**src/rtl/fp_div_nr.sv**
```systemverilog
// fp_div_nr: sequential IEEE-754 single-precision divider, q = a / b.
// Newton-Raphson reciprocal of |b| from a bit-trick seed, then scaled by a.
module fp_div_nr #(
  parameter int          ITERS      = 3,
  parameter logic [31:0] SEED_MAGIC = 32'h7EF311C3
) (
  input  logic        clk,
  input  logic        rst_n,
  input  logic        start,
  input  logic [31:0] a,
  input  logic [31:0] b,
  output logic        busy,
  output logic        valid,
  output logic [31:0] result,
  output logic        div_by_zero,
  output logic        invalid
);
  localparam logic [2:0] S_IDLE  = 3'd0;
  localparam logic [2:0] S_SEED  = 3'd1;
  localparam logic [2:0] S_MUL_T = 3'd2;
  localparam logic [2:0] S_SUB   = 3'd3;
  localparam logic [2:0] S_MUL_X = 3'd4;
  localparam logic [2:0] S_FINAL = 3'd5;
  localparam logic [2:0] S_DONE  = 3'd6;
  localparam logic [2:0] ITERS_W = 3'(ITERS);

  // Round-to-nearest-even multiply; zero exponent flushes, overflow saturates to inf.
  function automatic logic [31:0] fp_mul(input logic [31:0] x, input logic [31:0] y);
    logic              s, g, st;
    logic [47:0]       ma, mb, p;
    logic signed [9:0] e;
    logic [23:0]       m;
    logic [24:0]       mr;
    logic [31:0]       r;
    s  = x[31] ^ y[31];
    ma = {24'd0, 1'b1, x[22:0]};
    mb = {24'd0, 1'b1, y[22:0]};
    p  = ma * mb;
    e  = $signed({2'b00, x[30:23]}) + $signed({2'b00, y[30:23]}) - 10'sd127;
    if (p[47]) begin
      m = p[47:24]; g = p[23]; st = |p[22:0]; e = e + 10'sd1;
    end else begin
      m = p[46:23]; g = p[22]; st = |p[21:0];
    end
    mr = {1'b0, m} + {24'd0, g & (st | m[0])};
    if (mr[24]) begin
      mr = {1'b0, mr[24:1]}; e = e + 10'sd1;
    end else begin
      mr = mr;
    end
    if (x[30:23] == 8'd0 || y[30:23] == 8'd0)  r = {s, 31'd0};
    else if (e >= 10'sd255)                     r = {s, 8'hFF, 23'd0};
    else if (e <= 10'sd0 || !mr[23])            r = {s, 31'd0};
    else                                        r = {s, e[7:0], mr[22:0]};
    return r;
  endfunction

  // Round-to-nearest-even add/subtract (op=1 subtracts y), zero-flushing.
  function automatic logic [31:0] fp_addsub(input logic [31:0] x, input logic [31:0] y, input logic op);
    logic [31:0]       yy, big, sml, r;
    logic [7:0]        d;
    logic [26:0]       mb, ms, mask;
    logic [27:0]       s;
    logic signed [9:0] e;
    logic              g, st;
    logic [23:0]       m;
    logic [24:0]       mr;
    yy = {y[31] ^ op, y[30:0]};
    if (x[30:0] >= yy[30:0]) begin big = x;  sml = yy; end
    else                     begin big = yy; sml = x;  end
    d    = big[30:23] - sml[30:23];
    mb   = {1'b1, big[22:0], 3'b000};
    ms   = (sml[30:23] == 8'd0) ? 27'd0 : {1'b1, sml[22:0], 3'b000};
    mask = 27'd0;
    if (d >= 8'd27) begin
      ms = {26'd0, |ms};
    end else begin
      mask = (27'd1 << d) - 27'd1;
      ms   = (ms >> d) | {26'd0, |(ms & mask)};
    end
    e = $signed({2'b00, big[30:23]});
    if (big[31] == sml[31]) s = {1'b0, mb} + {1'b0, ms};
    else                    s = {1'b0, mb} - {1'b0, ms};
    if (s[27]) begin
      s = {1'b0, s[27:2], s[1] | s[0]}; e = e + 10'sd1;
    end else begin
      for (int i = 0; i < 26; i++) begin
        if (!s[26] && s != 28'd0) begin
          s = s << 1; e = e - 10'sd1;
        end else begin
          s = s;
        end
      end
    end
    m  = s[26:3]; g = s[2]; st = |s[1:0];
    mr = {1'b0, m} + {24'd0, g & (st | m[0])};
    if (mr[24]) begin
      mr = {1'b0, mr[24:1]}; e = e + 10'sd1;
    end else begin
      mr = mr;
    end
    if (big[30:23] == 8'd0)             r = 32'd0;
    else if (e >= 10'sd255)             r = {big[31], 8'hFF, 23'd0};
    else if (e <= 10'sd0 || !mr[23])    r = 32'd0;
    else                                r = {big[31], e[7:0], mr[22:0]};
    return r;
  endfunction

  logic [2:0]  r_state, r_cnt;
  logic [30:0] r_a, r_b;
  logic        r_sign, r_a_zero, r_a_inf, r_a_nan, r_b_zero, r_b_inf, r_b_nan;
  logic [31:0] r_x, r_t, r_u, r_result;
  logic        r_busy, r_valid, r_dz, r_inv;
  logic [31:0] w_ma, w_mb, w_mul, w_add, w_res;
  logic        w_dz, w_inv;
  logic [2:0]  w_cnt_nx;

  assign w_cnt_nx = r_cnt + 3'd1;

  // Steer the single shared multiplier to the operands each state needs.
  always_comb begin
    w_ma = r_x;
    w_mb = r_x;
    case (r_state)
      S_MUL_T: begin w_ma = {1'b0, r_b}; w_mb = r_x; end
      S_MUL_X: begin w_ma = r_x;         w_mb = r_u; end
      S_FINAL: begin w_ma = {1'b0, r_a}; w_mb = r_x; end
      default: begin w_ma = r_x;         w_mb = r_x; end
    endcase
  end

  assign w_mul = fp_mul(w_ma, w_mb);
  assign w_add = fp_addsub(32'h4000_0000, r_t | 32'h8000_0000, 1'b0);

  // Special-case overrides in priority order, else the computed quotient.
  always_comb begin
    w_res = {r_sign, w_mul[30:0]};
    w_dz  = 1'b0;
    w_inv = 1'b0;
    if (r_a_nan || r_b_nan || (r_a_zero && r_b_zero) || (r_a_inf && r_b_inf)) begin
      w_res = 32'h7FC0_0000;
      w_inv = 1'b1;
    end else if (r_b_zero) begin
      w_res = {r_sign, 31'h7F80_0000};
      w_dz  = !r_a_inf;
    end else if (r_a_inf) begin
      w_res = {r_sign, 31'h7F80_0000};
    end else if (r_a_zero || r_b_inf) begin
      w_res = {r_sign, 31'd0};
    end else begin
      w_res = {r_sign, w_mul[30:0]};
    end
  end

  // Sequencer, datapath registers and registered outputs.
  always_ff @(posedge clk or negedge rst_n) begin
    if (!rst_n) begin
      r_state <= S_IDLE;  r_cnt <= 3'd0;
      r_a <= 31'd0;  r_b <= 31'd0;  r_sign <= 1'b0;
      r_a_zero <= 1'b0;  r_a_inf <= 1'b0;  r_a_nan <= 1'b0;
      r_b_zero <= 1'b0;  r_b_inf <= 1'b0;  r_b_nan <= 1'b0;
      r_x <= 32'd0;  r_t <= 32'd0;  r_u <= 32'd0;  r_result <= 32'd0;
      r_busy <= 1'b0;  r_valid <= 1'b0;  r_dz <= 1'b0;  r_inv <= 1'b0;
    end else begin
      case (r_state)
        S_IDLE: begin
          r_valid <= 1'b0;
          if (start) begin
            r_a      <= a[30:0];
            r_b      <= b[30:0];
            r_sign   <= a[31] ^ b[31];
            r_a_zero <= (a[30:23] == 8'd0);
            r_a_inf  <= (a[30:23] == 8'hFF) && (a[22:0] == 23'd0);
            r_a_nan  <= (a[30:23] == 8'hFF) && (a[22:0] != 23'd0);
            r_b_zero <= (b[30:23] == 8'd0);
            r_b_inf  <= (b[30:23] == 8'hFF) && (b[22:0] == 23'd0);
            r_b_nan  <= (b[30:23] == 8'hFF) && (b[22:0] != 23'd0);
            r_dz     <= 1'b0;
            r_inv    <= 1'b0;
            r_busy   <= 1'b1;
            r_state  <= S_SEED;
          end else begin
            r_state  <= S_IDLE;
          end
        end
        S_SEED: begin
          r_x     <= SEED_MAGIC - {1'b0, r_b};
          r_cnt   <= 3'd0;
          r_state <= S_MUL_T;
        end
        S_MUL_T: begin
          r_t     <= w_mul;
          r_state <= S_SUB;
        end
        S_SUB: begin
          r_u     <= w_add;
          r_state <= S_MUL_X;
        end
        S_MUL_X: begin
          r_x     <= w_mul;
          r_cnt   <= w_cnt_nx;
          r_state <= (w_cnt_nx < ITERS_W) ? S_MUL_T : S_FINAL;
        end
        S_FINAL: begin
          r_result <= w_res;
          r_dz     <= w_dz;
          r_inv    <= w_inv;
          r_busy   <= 1'b0;
          r_valid  <= 1'b1;
          r_state  <= S_DONE;
        end
        S_DONE: begin
          r_valid <= 1'b0;
          r_state <= S_IDLE;
        end
        default: begin
          r_busy  <= 1'b0;
          r_valid <= 1'b0;
          r_state <= S_IDLE;
        end
      endcase
    end
  end

  assign busy        = r_busy;
  assign valid       = r_valid;
  assign result      = r_result;
  assign div_by_zero = r_dz;
  assign invalid     = r_inv;
endmodule

```
**config.mk**
```make
export PLATFORM = sky130hd
export DESIGN_NAME = fp_div_nr
export DESIGN_NICKNAME = d
export VERILOG_FILES = /design/src/rtl/fp_div_nr.sv
export SDC_FILE = /design/constraint.sdc
export NUM_CORES = 2
export LEC_CHECK = 0
export BUFFER_PORTS_ARGS = -buffer_cell sky130_fd_sc_hd__buf_2
export CAP_MARGIN = 0
export CORE_ASPECT_RATIO = 1.25
export CORE_MARGIN = 2
export CORE_UTILIZATION = 30
export DETAILED_ROUTE_END_ITERATION = 16
export PLACE_DENSITY = 0.44
export SLEW_MARGIN = 20
export SYNTH_ARGS = -nofsm -noshare
export SYNTH_HDL_FRONTEND = slang
export SYNTH_SLANG_ARGS = --single-unit
```
**constraint.sdc**
```tcl
create_clock -name clk -period 68.3 [get_ports clk]
set_clock_uncertainty 0.05 [all_clocks]
set_input_delay 3.415 -clock clk [delete_from_list [all_inputs] [get_ports clk]]
set_output_delay 3.415 -clock clk [all_outputs]
set_load 0.01 [all_outputs]
```
# Yosys cells after proc, flatten, opt, wreduce, memory -nomap -nowiden
# Index checks and enable logic that the tools add are counted.
[totals] input_bits=67 reg_bits=206 output_inout_bits=36
[classes] n_addsub=40 n_mux=143 n_eq_ne=10 n_bitwise=10 shifts=2 n_mul=1 reduce_logical=117 magnitude_cmp=7
[ops] op="28-bit 2-to-1 mux" n=51
[ops] op="28-bit nonzero test" n=26
[ops] op="10-bit 2-to-1 mux" n=55
[ops] op="10-bit by 2-bit subtractor with 10-bit output (second input constant)" n=25
[ops] op="32-bit 2-to-1 mux" n=7
[ops] op="31-bit 2-to-1 mux" n=6
[ops] op="32-bit case mux with 2 select lines" n=2
[ops] op="27-bit 2-to-1 mux" n=4
[ops] op="24-bit 2-to-1 mux" n=3
[ops] op="27-bit OR reduction" n=2
[ops] op="24-bit by 1-bit adder with 25-bit output" n=2
[ops] op="8-bit zero test" n=6
[ops] op="24-bit by 24-bit multiplier with 48-bit output" n=1
[ops] op="23-bit zero test" n=2
[ops] op="23-bit nonzero test" n=2
[ops] op="1-bit logical AND" n=32
[ops] op="31-bit by 31-bit subtractor with 32-bit output (first input constant)" n=1
[ops] op="31-bit >= comparator (first input constant)" n=1
[ops] op="10-bit by 2-bit adder with 10-bit output (second input constant)" n=3
[ops] op="1-bit zero test" n=29
[ops] op="27-bit by 27-bit adder with 28-bit output" n=1
[ops] op="27-bit by 27-bit subtractor with 28-bit output" n=1
[ops] op="27-bit bitwise AND" n=1
[ops] op="27-bit by 1-bit bitwise OR with 27-bit output" n=1
[ops] op="37 further kinds" n=66

# Longest topological paths before layout
[depth] ltp_word=125 depth_mapped=104

# Least setup slack after synthesis
# Ideal clock, no wire load.
[synth_path] kind="flip-flop to flip-flop" start="reg r_t[24]" end="reg r_u[13]" arrival_ns=21.461 path_stages_with_launch=94 t_required_ns=68.121 setup_slack_ns=46.660 setup_time_ns=0.129 path_cell_list="dfrtp_1 -> buf_6 -> o21bai_2 -> xor2_1 -> mux4_2 -> a22o_1 -> nand2_1 -> a21oi_1 -> a21o_1 -> nand3_1 -> ha_1 -> clkbuf_1 -> a21o_1 -> a31oi_1 -> o21a_1 -> o21ai_1 -> a221o_1 -> and3_1 -> (+58 left out) -> ha_1 -> mux2_2 -> ha_1 -> mux2_2 -> ha_1 -> mux2_2 -> ha_1 -> mux2i_1 -> a21o_1 -> ha_1 -> inv_1 -> a2111oi_0 -> xor2_1 -> nor3_1 -> nand3b_1 -> o31ai_4 -> buf_6 -> o31ai_2"
[synth_between] elab_chain_len=125 elab_cells_between_ends=244 cone_classes="add/sub: 33; order compare: 4; eq/ne: 1; shift: 2; mux: 114; bitwise: 5; reduce/logical: 85"
[synth_lines] item="start: declaration" line_no="112" text="logic [31:0] r_x, r_t, r_u, r_result;"
[synth_lines] item="start signal: assignment" line_no="192" text="r_t <= w_mul;"
[synth_lines] item="parallel branches: the longest is 124 deep, another holds 31-bit >= comparator"
[synth_lines] item="32-bit 2-to-1 mux *" line_no="102" text="if (big[30:23] == 8'd0) r = 32'd0;"
[synth_lines] item="end signal: assignment" line_no="196" text="r_u <= w_add;"
[synth_lines] item="end: declaration" line_no="112"
# Mark *: on every way between the ends. The select of a mux whose other input is x is not followed.
# A chain may end at the register's enable or synchronous reset.

# Worst setup path in the final report
[layout_path] start="reg r_t[26]" end="reg r_u[0]"
# Same word-level chain as after synthesis.

==> metrics.md <==
| Metric | Value |
|---|---|
| Post-synth top cells | `nand2_1, inv_1, nor2_1, fa_1, o21ai_0` |
| Top area cells in the synthesized netlist | `fa_1, dfrtp_1, nand2_1, ha_1, inv_1` |
| Hold endpoint | `result[18]$_DFFE_PN0P_` |
| Final hold vios | `0` |
| Area Growth Syn to Fin | `6.19%` |
| Antenna violations before repair | `2` |
| Final core occ | `0.321` |
| Htree depth | `1` |
| Synth Net Count | `roughly 7,300` |
| Mapped cell area | `about 0.049 mm2` |
| Async SR Flop Fraction | `1.00` |
| Setup violators final | `0` |
| Floorplan die width | `367 um` |
| CTS Hold Bufs | `0` |
| Startpoint types | `register` |
| Multiplexer share of the synthesized area | `0.0438` |
| CP max-delay cell | `o21ai_4` |
| Routed WL per cell | `about 23 um` |
| RR Startpoint | `r_t[26]$_DFFE_PN0P_` |
| CP required | `approximately 70,000 ps` |
| Max clock buf depth | `3` |
| Synthesized area per cell | `7.63 um2` |
| First-pass DRT Iterations | `6` |
| CTS clk-pin slew, worst paths | `70 ps` |
| Top Usage Layer GRT | `met2` |
| Max-slew headroom | `0.272` |
| Tmin final | `26,620 ps` |
| Status | `completed` |
| Register area | `0.00511 mm2` |
| R2R setup slack | `41,680 ps` |
| Layout cell share with drive strength beyond 1 | `0.0853` |
| FF+latch count, synth | `around 200` |
| Cells after synthesis | `between 6,000 and 7,000` |
| Congestion Overflow GR | `0` |
| Largest net degree at the start of global routing | `75` |
| Post-CTS Setup Inserts | `0` |
| Tcrit/Tclk final | `0.390` |
| Core area | `0.164 mm2` |
| Number of remaining DRC errors | `0` |
| Diodes inserted | `0` |
| Top-area cell type share of the netlist area | `0.196` |
| Post-synth cell types | `157` |
| Critical path endpoint category | `register` |
| Number of max-cap violations | `0` |
| Worst EP arrival | `26,960 ps` |
| Slowest stage delay, CP | `770 ps` |
| Initial Utilization | `0.302` |
| Hold_sp | `result[18]$_DFFE_PN0P_` |
| Remaining antenna violation count after routing | `0` |
| Most used cell, CP | `ha_1` |
| Vias in the first global route | `approximately 48,000` |
| Number of port buffers | `102` |
| Area of the multi-input gates | `0.0401 mm2` |
| Num ports | `a little over 100` |
| Synth area leader | `fa_1` |
| Worst r2r dst | `r_u[0]$_DFFE_PN0P_` |
| CTS tree | `built` |
| CTS Buf Count | `24` |
| Final TNS setup | `0 ps` |
| Global-route track usage on met3 | `0.0152` |
| Vias | `47,300` |
| Cts repair resizes | `0` |
| Least-Margin Pin Slew | `1070 ps` |
| Top-count cell post-synth | `nand2_1` |
| Hold/Removal Path Class | `reg2reg` |
| Post-synthesis xor/xnor area fraction | `0.0606` |
| Clk_lat worst skew | `roughly 540 ps` |
| Syn. warnings | `0` |
| Worst R2R Path Depth | `82` |
| Rows | `166` |
| Final #Nets | `7,161` |
| Adder-Cell Fraction of Synth Area | `0.259` |
| Hold path cells | `2` |
| Simple logic cell fraction of the synthesized area | `0.254` |
| Post-synth EDFFs | `0` |
| Kind of critical path | `reg2reg` |
| Clk sinks | `about 200` |
| Die ar. | `0.168 mm2` |
| Vias per cell | `5.52` |
| Root Driver | `clkbuf_16` |
| DRT iter0 DRCs | `3,739` |
| GPL Wtd Cong | `0.903` |
| M2 GR Usage | `0.423` |
| Post-synthesis compound-gate area fraction | `0.191` |
| Global-route wire length before repair | `306,000 um` |
| Max Slew Vio Count | `0` |
| Largest family of logic cells by synthesized area | `adder cells` |
| Register area share after synthesis | `0.103` |
| RSZ-0062 raised after global routing | `no` |
| Post-Route WL | `200,000 um` |
| Post-DP HPWL | `160,000 um` |
| Most used DFF post-synth | `dfrtp_1` |
| Max Freq | `37.6 MHz` |
| Met1 usage | `0.287` |
| Fillers | `18,000` |
| Worst-path fanout max | `57` |
| Die height | `approximately 460 um` |
| Global Route Usage Sum | `0.233` |
-- registers in the layout, summed over array words and instances (netlist names), 3 cells and up --
signal,cells
r_a,31
r_b,31
result,32
r_cnt,3
r_u,31
r_x,31
r_t,31
r_state,3
-- routing by layer --
metal	up-vias	share of wire
met5	-	0
met4	0	0.046
met3	359	0.038
met2	1393	0.51
met1	23600	0.41
li1	21900	-
-- area by class of cell --
class | instances | share of cell area
tap | 2184 | 0.0521
clock buffer | 36 | 0.0133
sequential | 204 | 0.0973
timing repair buffer | 228 | 0.0279
clock inverter | 6 | 0.00117
inverter | 633 | 0.0453
multi-input combinational | 5273 | 0.763
-- worst max-delay path: cells and delay by family, from the launching register on --
family | cells | cell delay (ps)
buf+inv | 7 | 2210
xor+xnor | 1 | 220
fa+ha+maj | 13 | 3830
simple gates | 21 | 6660
compound gates | 23 | 7350
flops | 1 | 730
mux | 17 | 5280
-- cell usage in the layout (no fill, tap or decap), drive strengths merged, types with 31 or more instances in the layout --
cell type / n
a31oi: 43
nand4: 75
nand2: 1146
nand3: 159
inv: 630
o211ai: 57
and2: 88
nand2b: 33
nor2b: 38
and3: 78
nor3b: 31
o21bai: 58
nor4: 61
xnor2: 195
clkbuf: 36
a21o: 53
o31ai: 57
buf: 228
o21ai: 315
xor2: 120
a211oi: 61
o22ai: 36
nor3: 166
a21oi: 281
o21a: 53
dfrtp: 204
mux2: 47
ha: 247
or3: 51
a221o: 34
nor2: 569
mux2i: 147
or2: 52
fa: 483
-- worst max-delay path by stage --
| stage | start | end | slack (ps) | depth (start not counted) |
|---|---|---|---|---|
| 2_1_floorplan | r_t[24]$_DFFE_PN0P_ | r_u[13]$_DFFE_PN0P_ | 46660 | 93 |
| 3_3_place_gp | r_t[27]$_DFFE_PN0P_ | r_u[5]$_DFFE_PN0P_ | 42210 | 79 |
| 3_5_place_dp | r_t[26]$_DFFE_PN0P_ | r_u[0]$_DFFE_PN0P_ | 42050 | 82 |
| 4_1_cts | r_t[26]$_DFFE_PN0P_ | r_u[0]$_DFFE_PN0P_ | 41940 | 82 |
| 5_1_grt | r_t[26]$_DFFE_PN0P_ | r_u[0]$_DFFE_PN0P_ | 40020 | 82 |
| 6_report | r_t[26]$_DFFE_PN0P_ | r_u[0]$_DFFE_PN0P_ | 41680 | 82 |
-- stage by stage --
| stage | cells | hold WS (ps) | setup slack, ps | area (um2) |
|---|---|---|---|---|
| finish | 8564 | 424 | 41680 | 52500 |
| global route | 8564 | 458 | 40020 | 52500 |
| CTS | 8564 | 431 | 41940 | 52500 |
| detailed placement | 8522 | 418 | 42050 | 51700 |
| global placement | 8522 | 410 | 42210 | 51700 |
| floorplan | 6477 | 392 | 46660 | 49400 |
-- cell families after synthesis --
logic type                 Yosys count
adders and majority gates          732
AOI/OAI and AO/OA                 1349
DFF                                204
and+or+nand+nor                   2671
muxes                              200
buffers and inverters             1000
xor gates and xnor gates           321
Power is not shown: default switching activity piles up to over one toggle a cycle in this logic, so the estimate is an artifact.
